===== src/rtl/lc3_pkg.sv =====
// Shared LC-3 datapath types and constants.
package lc3_pkg;
  localparam int          LC3_WORD_W  = 16;
  localparam logic [15:0] LC3_IO_BASE = 16'hFE00;

  typedef enum logic [1:0] {
    IDLE = 2'd0,
    REQ  = 2'd1,
    DONE = 2'd2
  } mem_state_t;
endpackage


===== src/rtl/lc3_mem_ctrl.sv =====
// LC-3 memory-access stage: MAR/MDR registers and req/ack handshake; all outputs registered.
// Optional memory-mapped I/O routing when LC3_MMIO_EN is defined.
module lc3_mem_ctrl
  import lc3_pkg::*;
#(
  parameter logic [LC3_WORD_W-1:0] IO_BASE = LC3_IO_BASE
) (
  input  logic                  clk,
  input  logic                  reset_n,
  input  logic                  ld_mar,
  input  logic [LC3_WORD_W-1:0] addr_in,
  input  logic                  ld_mdr,
  input  logic [LC3_WORD_W-1:0] bus_in,
  input  logic                  mio_en,
  input  logic                  r_w,
  output logic                  mem_ready,
  output logic [LC3_WORD_W-1:0] mar_out,
  output logic [LC3_WORD_W-1:0] mdr_out,
  output logic                  mem_req,
  output logic                  mem_we,
  output logic [LC3_WORD_W-1:0] mem_addr,
  output logic [LC3_WORD_W-1:0] mem_wdata,
  input  logic [LC3_WORD_W-1:0] mem_rdata,
  input  logic                  mem_ack,
  output logic                  io_req,
  input  logic                  io_ack,
  input  logic [LC3_WORD_W-1:0] io_rdata
);

  mem_state_t            state_q, state_d;
  logic [LC3_WORD_W-1:0] mar_q, mar_d;
  logic [LC3_WORD_W-1:0] mdr_q, mdr_d;
  logic                  rw_q, rw_d;
  logic                  io_sel_q, io_sel_d;
  logic                  mem_req_q, mem_req_d;
  logic                  io_req_q, io_req_d;
  logic                  mem_we_q, mem_we_d;
  logic                  ready_q, ready_d;

  logic [LC3_WORD_W-1:0] next_mar;
  logic                  io_hit;
  logic                  acc_ack;
  logic [LC3_WORD_W-1:0] acc_rdata;

  // Target decode uses the address MAR will hold, so a same-cycle ld_mar steers the access.
  assign next_mar = ld_mar ? addr_in : mar_q;

`ifdef LC3_MMIO_EN
  assign io_hit    = (next_mar >= IO_BASE);
  assign acc_ack   = io_sel_q ? io_ack   : mem_ack;
  assign acc_rdata = io_sel_q ? io_rdata : mem_rdata;
`else
  logic unused_io;
  assign unused_io = ^{io_ack, io_rdata, io_sel_q};
  assign io_hit    = 1'b0;
  assign acc_ack   = mem_ack;
  assign acc_rdata = mem_rdata;
`endif

  always_comb begin
    state_d   = state_q;
    mar_d     = mar_q;
    mdr_d     = mdr_q;
    rw_d      = rw_q;
    io_sel_d  = io_sel_q;
    mem_req_d = mem_req_q;
    io_req_d  = io_req_q;
    mem_we_d  = mem_we_q;
    ready_d   = ready_q;

    unique case (state_q)
      IDLE: begin
        mar_d = next_mar;
        if (ld_mdr && !mio_en) mdr_d = bus_in;
        if (mio_en) begin
          state_d   = REQ;
          rw_d      = r_w;
          io_sel_d  = io_hit;
          mem_req_d = !io_hit;
          io_req_d  = io_hit;
          mem_we_d  = r_w && !io_hit;
        end
      end
      REQ: begin
        if (acc_ack) begin
          if (!rw_q) mdr_d = acc_rdata;
          state_d   = DONE;
          mem_req_d = 1'b0;
          io_req_d  = 1'b0;
          mem_we_d  = 1'b0;
          ready_d   = 1'b1;
        end
      end
      DONE: begin
        mar_d = next_mar;
        if (ld_mdr && !mio_en) mdr_d = bus_in;
        // Wait for mio_en to drop so a held request does not re-trigger.
        if (!mio_en) begin
          state_d = IDLE;
          ready_d = 1'b0;
        end
      end
      default: begin
        state_d   = IDLE;
        mem_req_d = 1'b0;
        io_req_d  = 1'b0;
        mem_we_d  = 1'b0;
        ready_d   = 1'b0;
      end
    endcase
  end

  always_ff @(posedge clk or negedge reset_n) begin
    if (!reset_n) begin
      state_q   <= IDLE;
      mar_q     <= '0;
      mdr_q     <= '0;
      rw_q      <= 1'b0;
      io_sel_q  <= 1'b0;
      mem_req_q <= 1'b0;
      io_req_q  <= 1'b0;
      mem_we_q  <= 1'b0;
      ready_q   <= 1'b0;
    end else begin
      state_q   <= state_d;
      mar_q     <= mar_d;
      mdr_q     <= mdr_d;
      rw_q      <= rw_d;
      io_sel_q  <= io_sel_d;
      mem_req_q <= mem_req_d;
      io_req_q  <= io_req_d;
      mem_we_q  <= mem_we_d;
      ready_q   <= ready_d;
    end
  end

  assign mem_ready = ready_q;
  assign mar_out   = mar_q;
  assign mdr_out   = mdr_q;
  assign mem_req   = mem_req_q;
  assign mem_we    = mem_we_q;
  assign mem_addr  = mar_q;
  assign mem_wdata = mdr_q;
  assign io_req    = io_req_q;

endmodule


===== config.mk =====
export PLATFORM = sky130hd
export DESIGN_NAME = lc3_mem_ctrl
export DESIGN_NICKNAME = d
export VERILOG_FILES = /design/src/rtl/lc3_pkg.sv /design/src/rtl/lc3_mem_ctrl.sv
export SDC_FILE = /design/constraint.sdc
export NUM_CORES = 1
export LEC_CHECK = 0
export CAP_MARGIN = 10
export CORE_MARGIN = 2
export CORE_UTILIZATION = 36
export CTS_BUF_LIST = sky130_fd_sc_hd__clkbuf_4 sky130_fd_sc_hd__clkbuf_8
export DETAILED_ROUTE_END_ITERATION = 10
export MAX_ROUTING_LAYER = met4
export PLACE_DENSITY = 0.9
export SLEW_MARGIN = 15
export SYNTH_ARGS = -nofsm -noshare
export SYNTH_HDL_FRONTEND = slang
export SYNTH_SLANG_ARGS = --single-unit

===== constraint.sdc =====
create_clock -name clk -period 1.9 [get_ports clk]
set_clock_uncertainty 0.1 [all_clocks]
set_input_delay 0.38 -clock clk [delete_from_list [all_inputs] [get_ports clk]]
set_output_delay 0.38 -clock clk [all_outputs]
set_load 0.1 [all_outputs]

==> results.ini, run 1 <==
[detailed_routing]
routedWlPerCell_um = 16.0
dr.pass1.iters = 2
finalWirelength_mm = 5.14
viasPerCell = 4.63
drc = 0
ant_nets = 0
via_count = 1486
drt-initial-drc-count = 31

[critical_path]
setup.worst_path.start_class = input pin
ff2ff_path_depth = 4
path_class = in -> reg
crit_chain = clkdlybuf4s50_1 > and4bb_4 > a21oi_4 > buf_12 > mux2_2
rr_startpoint = state_q[1]
end_kind = register
r2r-end = mdr_out[2]
crit_family = buffers and inverters
required_ps = 1980
crit_arrival_ps = 1710
critPathBufInv = 2
cp_max_fo = 16
rrSetupSlack_ps = 310
critPathSlowestCell = clkdlybuf4s50_1
cpPeakStageDelay_ps = 440

[synth]
synth_top_area_share_pct = 47.8
yosysSeqAreaShare_pct = 47.8
synthesis.area_mm2 = 0.00199
yosysTopAreaCell = dfrtp_1
ys_warn_count = 0
syn-num-nets = 223
ys_ff_latch = 38
synthTopCellsByArea = dfrtp_1, mux2_2, buf_4
synth_cell_type_count = 19
synthCells = 151
avgSynthCellArea_um2 = 13.2

[cells_and_area]
drive_gt1_share_pct = 53.8
final_nets = 320
syn_to_final_growth_pct = 92.3
num_antenna_cells = 0
post-route-util_pct = 70.4

[run]
maxCapViolCount = 0

[grt]
grt_max_degree = 22
grt_pass1_wl_mm = 8.49
grt.overflow.total = 0
antenna_found_initial = 0
grt_use_total_pct = 18.5
grt_pass1_vias = 1725

[floorplanning]
io_pins = 140
die_h_um = 78.4
fp.coreArea_mm2 = 0.00544
dieArea_mm2 = 0.00614
initial_core_util_pct = 36.6
die_w_um = 78.4
rows = 27

[timing]
setup_ws_ps = 266
finalCriticalPeriod_ps = 1630
fin_tns_setup_ps = 0
rsz0062_at_grt = no
finalHoldViolations = 0
min_period_over_period_pct = 86.0
setup-violations-final = 0
max_clock_freq_mhz = 612
hold_slack_ps = 426
drv_slew = 0

[clock_tree]
post_cts_resized = 0
clk_latency_ps = 290
cts_root_buf = clkbuf_8
cts_buffer_depth = 2
clock-sinks = 38
path_clk_slew_ps = 70
htreeDepth = 2
cts_buffers = 5
cts_tree = done

[outcome]
status = finished clean

[worst_hold_path]
min_to = rw_q
min_path_cells = 1
min_path_type = reg -> reg
worstHoldStart = rw_q

[placement]
io_buffer_count = 121
place_ws_ps = -44.5
gp_congestion = 0.738
dpl.hpwl_mm = 4.18

## cell usage after synthesis
| cell | number |
|---|---|
| a211o_1 | 1 |
| a21oi_1 | 3 |
| a21oi_4 | 1 |
| and4bb_4 | 1 |
| buf_12 | 1 |
| buf_2 | 2 |
| buf_4 | 36 |
| conb_1 | 1 |
| dfrtp_1 | 38 |
| inv_1 | 2 |
| mux2_2 | 39 |
| mux2_4 | 10 |
| nand2_1 | 3 |
| nand2b_1 | 2 |
| nand3_1 | 1 |
| nor2_1 | 3 |
| nor2b_1 | 2 |
| o21ai_0 | 4 |
| o2bb2a_1 | 1 |
## worst max path at each step
stage / start / to / slack (ps) / depth (start not counted)
final: mem_ack / mdr_out[2] / 270 / 5
after global routing: mem_ack / mdr_out[2] / 220 / 5
after CTS: mem_ack / mdr_out[2] / 270 / 5
after detailed placement: mem_ack / mdr_out[2] / -40 / 5
after global placement: mem_ack / mdr_out[0] / 10 / 5
after floorplan: mdr_out[10] / mem_wdata[10] / 80 / 1
## kinds of logic after synthesis
family / share of synthesized area [%]
buffers and inverters: 15.5
DFF: 47.8
muxes: 29.6
AOI/OAI and AO/OA: 3.52
other: 0.188
and+or+nand+nor: 3.46
## cell type report
cell class / instances / area, µm²
repair buffers: 129 / 1950
clock inverters: 1 / 5.00
inverters: 2 / 7.51
flip-flops and latches: 38 / 951
clock buffers: 7 / 90.1
multi-input cells: 72 / 732
well taps: 72 / 90.1
fillers: 366 / 1610
## flip-flops by register name, indices dropped and copies added (netlist names)
name and count:
rw_q 1, mem_ready 1, mdr_out 16, mem_we 1, state_q 2, mar_out 16, mem_req 1
## layout by cell type, fill, tap and decap left out, types with 2 or more instances in the layout
cell type	netlist	routed
buf_12	1	68
clkdlybuf4s50_1	0	53
mux2_2	39	39
dfrtp_1	38	38
mux2_4	10	10
clkbuf_8	0	6
buf_4	36	6
o21ai_0	4	4
nor2_1	3	3
a21oi_1	3	3
nand2_1	3	3
nor2b_1	2	2
nand2b_1	2	2
inv_1	2	2
## routing by layer
metal	global-route usage [%]	wire length (µm)
met5	-	0
met2	32.6	2700
met3	5.06	419
met1	20.6	1980
met4	5.61	45
## metrics by stage
| stage | cells | area [µm²] |
|---|---|---|
| after global routing | 321 | 3830 |
| after detailed placement | 312 | 3720 |
| final | 321 | 3830 |
| after global placement | 312 | 3720 |
| after floorplan | 151 | 1990 |
| after CTS | 321 | 3830 |
## what timing repair did
action / 4_1_cts / 5_1_grt
setup buffers: 0 / 0
hold buffers: 1 / 0
endpoints found under the hold margin: 17 / 0
Power of run 1 is not shown: default switching activity piles up to over one toggle a cycle in this logic, so the estimate is an artifact.
==> run 2: changes to the inputs <==
--- a/config.mk
+++ b/config.mk
@@ -5,7 +5,7 @@
 export SDC_FILE = /design/constraint.sdc
 export NUM_CORES = 1
 export LEC_CHECK = 0
-export CAP_MARGIN = 10
+export CAP_MARGIN = 40
 export CORE_MARGIN = 2
 export CORE_UTILIZATION = 36
 export CTS_BUF_LIST = sky130_fd_sc_hd__clkbuf_4 sky130_fd_sc_hd__clkbuf_8
==> results of run 2 <==
No change in the layout: final DEF, timing and power equal those of run 1.
Power of run 2 is left out for the same reason.
